--- src/rtl/uart_tx_sched_if.sv ---
// -----------------------------------------------------------------------------
// uart_tx_sched_if
// Bundles the two producer handshakes and the serialiser-facing outputs of
// uart_tx_sched.
//   slave  modport : used by uart_tx_sched (consumes requests, drives the UART side)
//   master modport : used by whatever drives the producers / observes the UART side
// Signals:
//   req0_valid_i / req0_data_i / req0_ready_o : producer 0 (CPU MMIO) byte handshake
//   req1_valid_i / req1_data_i / req1_ready_o : producer 1 (debug/trace) byte handshake
//   uart_write_o / uart_val_o                 : one-cycle load pulse + byte to serialiser
//   busy_o                                    : FIFO non-empty or frame in flight
//   level_o                                   : FIFO occupancy, $clog2(DEPTH)+1 bits
// -----------------------------------------------------------------------------
interface uart_tx_sched_if #(
    parameter int DEPTH = 8
);
    localparam int LVL_W = $clog2(DEPTH) + 1;

    logic             req0_valid_i;
    logic [7:0]       req0_data_i;
    logic             req0_ready_o;
    logic             req1_valid_i;
    logic [7:0]       req1_data_i;
    logic             req1_ready_o;
    logic             uart_write_o;
    logic [7:0]       uart_val_o;
    logic             busy_o;
    logic [LVL_W-1:0] level_o;

    modport slave (
        input  req0_valid_i, req0_data_i, req1_valid_i, req1_data_i,
        output req0_ready_o, req1_ready_o, uart_write_o, uart_val_o, busy_o, level_o
    );

    modport master (
        output req0_valid_i, req0_data_i, req1_valid_i, req1_data_i,
        input  req0_ready_o, req1_ready_o, uart_write_o, uart_val_o, busy_o, level_o
    );
endinterface

--- src/rtl/uart_tx_sched.sv ---
// -----------------------------------------------------------------------------
// uart_tx_sched
// Shares one TX serialiser between two byte producers. Accepted bytes are
// arbitrated round-robin into a DEPTH-entry FIFO and handed to the serialiser
// one frame at a time. The serialiser has no busy flag and restarts on every
// write, so this block spaces write pulses exactly FRAME cycles apart.
//
// Parameters:
//   FREQ  core clock in Hz
//   BAUD  line rate; DIV = FREQ/BAUD, FRAME = 10*(DIV+1) cycles per byte
//   DEPTH FIFO entries (power of 2, >= 2)
// Ports:
//   clk_i   core clock
//   rstn_i  asynchronous active-low reset (synchronous release expected upstream)
//   bus     uart_tx_sched_if.slave: producer handshakes, serialiser write/val,
//           busy_o and level_o
// Optional build:
//   UART_TX_SCHED_STATS_EN adds tx_count_o (write pulses, wrapping) and
//   stall_count_o (cycles with a request pending but nothing accepted,
//   saturating). Without the macro those ports and counters do not exist.
// -----------------------------------------------------------------------------
module uart_tx_sched #(
    parameter int FREQ  = 27000000,
    parameter int BAUD  = 115200,
    parameter int DEPTH = 8
) (
    input  logic              clk_i,
    input  logic              rstn_i,
    uart_tx_sched_if.slave    bus
`ifdef UART_TX_SCHED_STATS_EN
    ,
    output logic [15:0]       tx_count_o,
    output logic [15:0]       stall_count_o
`endif
);
    localparam int DIV   = FREQ / BAUD;
    localparam int FRAME = 10 * (DIV + 1);
    localparam int TMR_W = $clog2(FRAME) + 1;
    localparam int PTR_W = $clog2(DEPTH);
    localparam int LVL_W = PTR_W + 1;

    typedef enum logic [1:0] {
        IDLE = 2'd0,
        SEND = 2'd1,
        WAIT = 2'd2
    } state_t;

    state_t           state;
    logic [TMR_W-1:0] timer;
    logic             uart_write_q;
    logic [7:0]       uart_val_q;

    logic [7:0]       mem [DEPTH];
    logic [PTR_W-1:0] wr_ptr;
    logic [PTR_W-1:0] rd_ptr;
    logic [LVL_W-1:0] level;
    logic             rr_prio1;   // 1: req1 wins a tie next time

    logic             pop;
    logic             full;
    logic             can_accept;
    logic             grant0;
    logic             grant1;
    logic             push;
    logic [7:0]       push_data;
    logic [7:0]       head;

    // Arbitration: a slot frees up in the same cycle as a pop, so a full FIFO
    // can still accept while the write pulse is out. Ready is forced low while
    // reset is asserted so every output reads 0 during reset.
    assign pop        = uart_write_q;
    assign full       = (level == LVL_W'(DEPTH));
    assign can_accept = rstn_i & (~full | pop);
    assign grant0     = can_accept & bus.req0_valid_i & (~bus.req1_valid_i | ~rr_prio1);
    assign grant1     = can_accept & bus.req1_valid_i & ~grant0;
    assign push       = grant0 | grant1;
    assign push_data  = grant0 ? bus.req0_data_i : bus.req1_data_i;

    // With an empty FIFO the byte being accepted right now is the next to send;
    // this bypass gives the one-cycle accept-to-write latency.
    assign head = (level != '0) ? mem[rd_ptr] : push_data;

    // FIFO storage (data only, no reset)
    always_ff @(posedge clk_i) begin
        if (push) begin
            mem[wr_ptr] <= push_data;
        end
    end

    // FIFO pointers, occupancy and round-robin pointer
    always_ff @(posedge clk_i or negedge rstn_i) begin
        if (!rstn_i) begin
            wr_ptr   <= '0;
            rd_ptr   <= '0;
            level    <= '0;
            rr_prio1 <= 1'b0;
        end else begin
            if (push) begin
                wr_ptr   <= wr_ptr + PTR_W'(1);
                rr_prio1 <= grant0;
            end
            if (pop) begin
                rd_ptr <= rd_ptr + PTR_W'(1);
            end
            case ({push, pop})
                2'b10:   level <= level + LVL_W'(1);
                2'b01:   level <= level - LVL_W'(1);
                default: level <= level;
            endcase
        end
    end

    // Frame scheduler: the timer is loaded together with the write pulse, so
    // it reaches 0 in the last cycle of the frame and the next pulse (if any)
    // lands exactly FRAME cycles after the previous one.
    always_ff @(posedge clk_i or negedge rstn_i) begin
        if (!rstn_i) begin
            state        <= IDLE;
            timer        <= '0;
            uart_write_q <= 1'b0;
            uart_val_q   <= 8'h00;
        end else begin
            uart_write_q <= 1'b0;
            case (state)
                IDLE: begin
                    if ((level != '0) || push) begin
                        state        <= SEND;
                        uart_write_q <= 1'b1;
                        uart_val_q   <= head;
                        timer        <= TMR_W'(FRAME - 1);
                    end
                end
                SEND: begin
                    state <= WAIT;
                    timer <= timer - TMR_W'(1);
                end
                WAIT: begin
                    if (timer == '0) begin
                        if (level != '0) begin
                            state        <= SEND;
                            uart_write_q <= 1'b1;
                            uart_val_q   <= head;
                            timer        <= TMR_W'(FRAME - 1);
                        end else begin
                            state <= IDLE;
                        end
                    end else begin
                        timer <= timer - TMR_W'(1);
                    end
                end
                default: state <= IDLE;
            endcase
        end
    end

    assign bus.req0_ready_o = grant0;
    assign bus.req1_ready_o = grant1;
    assign bus.uart_write_o = uart_write_q;
    assign bus.uart_val_o   = uart_val_q;
    assign bus.busy_o       = (state != IDLE) | (level != '0);
    assign bus.level_o      = level;

`ifdef UART_TX_SCHED_STATS_EN
    logic [15:0] tx_count;
    logic [15:0] stall_count;

    always_ff @(posedge clk_i or negedge rstn_i) begin
        if (!rstn_i) begin
            tx_count    <= 16'h0000;
            stall_count <= 16'h0000;
        end else begin
            if (uart_write_q) begin
                tx_count <= tx_count + 16'd1;   // wraps at 0xFFFF
            end
            if ((bus.req0_valid_i | bus.req1_valid_i) && !push && (stall_count != 16'hFFFF)) begin
                stall_count <= stall_count + 16'd1;
            end
        end
    end

    assign tx_count_o    = tx_count;
    assign stall_count_o = stall_count;
`endif

endmodule

--- src/flat_wrapper.sv ---
// flat-port wrapper written by rule: the top's interface ports become plain ports
module uart_tx_sched_flat 
#(
    parameter int FREQ  = 27000000,
    parameter int BAUD  = 115200,
    parameter int DEPTH = 8
)
  (clk_i, rstn_i, bus_req0_valid_i, bus_req0_data_i, bus_req1_valid_i, bus_req1_data_i, bus_req0_ready_o, bus_req1_ready_o, bus_uart_write_o, bus_uart_val_o, bus_busy_o, bus_level_o);
  uart_tx_sched_if #(.DEPTH(DEPTH)) bus_i ();
  input  logic clk_i;
  input  logic rstn_i;
  input wire logic [$bits(bus_i.req0_valid_i)-1:0] bus_req0_valid_i;
  input wire logic [$bits(bus_i.req0_data_i)-1:0] bus_req0_data_i;
  input wire logic [$bits(bus_i.req1_valid_i)-1:0] bus_req1_valid_i;
  input wire logic [$bits(bus_i.req1_data_i)-1:0] bus_req1_data_i;
  output wire logic [$bits(bus_i.req0_ready_o)-1:0] bus_req0_ready_o;
  output wire logic [$bits(bus_i.req1_ready_o)-1:0] bus_req1_ready_o;
  output wire logic [$bits(bus_i.uart_write_o)-1:0] bus_uart_write_o;
  output wire logic [$bits(bus_i.uart_val_o)-1:0] bus_uart_val_o;
  output wire logic [$bits(bus_i.busy_o)-1:0] bus_busy_o;
  output wire logic [$bits(bus_i.level_o)-1:0] bus_level_o;
  assign bus_i.req0_valid_i = bus_req0_valid_i;
  assign bus_i.req0_data_i = bus_req0_data_i;
  assign bus_i.req1_valid_i = bus_req1_valid_i;
  assign bus_i.req1_data_i = bus_req1_data_i;
  assign bus_req0_ready_o = bus_i.req0_ready_o;
  assign bus_req1_ready_o = bus_i.req1_ready_o;
  assign bus_uart_write_o = bus_i.uart_write_o;
  assign bus_uart_val_o = bus_i.uart_val_o;
  assign bus_busy_o = bus_i.busy_o;
  assign bus_level_o = bus_i.level_o;
  uart_tx_sched #(.FREQ(FREQ), .BAUD(BAUD), .DEPTH(DEPTH)) u_core (.clk_i(clk_i), .rstn_i(rstn_i), .bus(bus_i));
endmodule
--- config.mk ---
export PLATFORM = sky130hd
export DESIGN_NAME = uart_tx_sched_flat
export DESIGN_NICKNAME = d
export VERILOG_FILES = /design/src/rtl/uart_tx_sched_if.sv /design/src/rtl/uart_tx_sched.sv /design/src/flat_wrapper.sv
export SDC_FILE = /design/constraint.sdc
export NUM_CORES = 1
export LEC_CHECK = 0
export CAP_MARGIN = 40
export CORE_ASPECT_RATIO = 0.7
export CORE_MARGIN = 4
export CORE_UTILIZATION = 57
export CTS_CLUSTER_SIZE = 20
export DETAILED_ROUTE_END_ITERATION = 7
export GPL_ROUTABILITY_DRIVEN = 0
export PLACE_DENSITY = 0.89
export SYNTH_ARGS = -nofsm -noshare
export SYNTH_HDL_FRONTEND = slang
export SYNTH_SLANG_ARGS = --single-unit
--- constraint.sdc ---
create_clock -name clk_i -period 3.2 [get_ports clk_i]
set_input_delay 0.64 -clock clk_i [delete_from_list [all_inputs] [get_ports clk_i]]
set_output_delay 0.64 -clock clk_i [all_outputs]
set_load 0.02 [all_outputs]
==> results.tsv <==
metric	value	unit
chipWidth	115	um
die_height	83.2	um
finalNonFillerCells	496	
dp_cells	480	
synth_warnings	0	
timing.rr.start	u_core.bus.level_o[1]	
mostFrequentLayoutCells	edfxtp_1, dfrtp_1, nor2_1, clkdlybuf4s50_1, nand2_1	
cts_buffer_depth	2	
timing.hold.ws	0.124	ns
antenna_left	0	
drive_above_1_share	18.2	%
ir_worst_vdd	410	uV
rrSetupSlack	0.53	ns
skew	0.00766	ns
grt_max_degree	31	
core_area	7870	um^2
nets	420	
io_buffers	35	
worst_pin_slew	0.836	ns
report.final.slew_viol_count	0	
post_drt_wl_per_cell	21.5	um
hold_path.class	in -> async	
setup-violations-final	0	
max_clock_freq	345	MHz
slew_headroom	44.3	%
rows	27	
cts_resized	0	
timing_hold_violations_final	0	
drtPass1Iterations	5	
clockRootBuffer	clkbuf_16	
postPlaceCellArea	5120	um^2
path_class	in -> out	
crit_path_end_kind	primary output	
drt_iter0_drc	269	
syn_to_final_growth	18.3	%
post-dp-hpwl	6.77	mm
yosysSeqAreaShare	60.8	%
grt-ovfl-total	0	
first_global_vias	3185	
hold_buffers	0	
p_leak	2.01	nW
clock_latency	0.34	ns
initial_core_util	58.4	%
cts_setup_buffers	0	
synth.avg_cell_area	13.4	um^2
track_usage	24.0	%
antenna_cells	0	
status	finished clean	
stdcell_area	5440	um^2
synthCells	342	
num_vias	3088	
arrival	2.26	ns
reg2regPathDepth	11	
fp.dieArea	9590	um^2
synth_cell_types	50	
p_per_area	621	nW/um^2
rsz0062_at_grt	no	
numCtsBuffers	9	
wl	10.7	mm
crit_fanout	5	
htreeDepth	3	
io_pins	36	
drc_errors	0	
cts.reportedPaths.clkPinSlew	0.07	ns
worstPathRequired	2.56	ns
clock_sinks	99	
tns	0	ns
final_common_cell	edfxtp_1	
p_total	0.00338	W
period_share	90.6	%
r2r_end	u_core.bus.level_o[2]	
syn_nets	372	
maxCapViolations	0	
ys_seq_elements	99	
syn_area	4600	um^2
min_period	2.90	ns
cp-start-kind	input port	
cts_tree	yes	
antenna_found_initial	0	
grt_pass1_wl	17.2	mm
viasPerCell	6.23	
## power breakdown
group | total, W | switching [W] | internal (W)
Sequential | 0.00165 | 0.000121 | 0.00153
Clock | 0.00115 | 0.000465 | 0.000688
Combinational | 0.000572 | 0.000321 | 0.000250
Total | 0.00338 | 0.000907 | 0.00247
## registers in the layout, summed over array words and instances, names as in the netlist
signal                   cells
u_core.bus.level_o           4
u_core.bus.uart_val_o        8
u_core.bus.uart_write_o      1
u_core.mem                  64
u_core.rd_ptr                3
u_core.rr_prio1              1
u_core.state                 2
u_core.timer                13
u_core.wr_ptr                3
## worst max-delay path by stage
stage,from,to,cells past startpoint
2_1_floorplan,u_core.bus.level_o[1],u_core.bus.level_o[2],12
3_3_place_gp,bus_req1_valid_i,bus_req0_ready_o,4
3_5_place_dp,bus_req1_valid_i,bus_req0_ready_o,4
4_1_cts,bus_req1_valid_i,bus_req0_ready_o,4
5_1_grt,u_core.bus.level_o[1],bus_req1_ready_o,5
6_report,bus_req1_valid_i,bus_req0_ready_o,4
## critical path, cell delays in order
cell,delay [ns]
clkdlybuf4s50_1,0.46
and2_1,0.21
a211oi_4,0.28
clkdlybuf4s50_1,0.66
## cells in the mapped netlist, drive strengths merged
cell type   n  area [um^2]
o22ai       6         37.5
clkbuf      3         11.3
nor3        6         40.0
edfxtp     64         1920
or3b        2         17.5
nand2      25         93.8
a21boi      1         7.51
a31oi       3         18.8
xor2        4         35.0
o211ai      1         7.51
mux4       16          360
mux2i      16          160
o21a        1         7.51
a41oi       1         8.76
or4         1         11.3
nor2b       1         6.26
dfrtp      35          876
inv        24         90.1
ha         10          125
nor2       35          134
and3        1         6.26
nand4       3         25.0
a21oi      20          100
buf         8         43.8
o21ai      16         95.1
o41ai       1         8.76
nor3b       2         20.0
mux2       13          146
nand2b      6         40.0
a211oi      1         20.0
nor4        3         25.0
xnor2       4         35.0
a22o        1         8.76
nand3       1         5.00
o31ai       3         22.5
and2        2         12.5
a31o        1         8.76
or3         1         6.26
## layer usage
metal | up-vias | track usage, % | wire length (um)
met1 | 1543 | 31.4 | 4100
met4 | 0 | 8.64 | 192
met2 | 167 | 38.4 | 5470
met5 | - | 0 | 0
met3 | 19 | 6.70 | 893
li1 | 1359 | - | -
## cell families after synthesis
family | count (synthesis) | share of synthesized area, %
AOI/OAI and AO/OA | 56 | 7.64
xor gates and xnor gates | 8 | 1.52
adders and majority gates | 10 | 2.72
buffers and inverters | 35 | 3.16
DFF | 99 | 60.8
muxes | 45 | 14.5
and+or+nand+nor | 89 | 9.63
## cell type report
| cell class | count | area (um^2) |
|---|---|---|
| flip-flops and latches | 99 | 2800 |
| fillers | 504 | 2430 |
| multi-input cells | 208 | 1660 |
| repair buffers | 48 | 443 |
| clock buffers | 10 | 229 |
| well taps | 101 | 126 |
| clock inverters | 6 | 90.1 |
| inverters | 24 | 90.1 |
## stage by stage
step	setup slack, ns	util [%]
after global routing	0.0822	69.1
after CTS	0.299	69.1
after global placement	0.306	65.0
after detailed placement	0.299	65.0
after floorplan	0.664	-
final	0.300	69.1
Power figures use the tool's default switching activity.
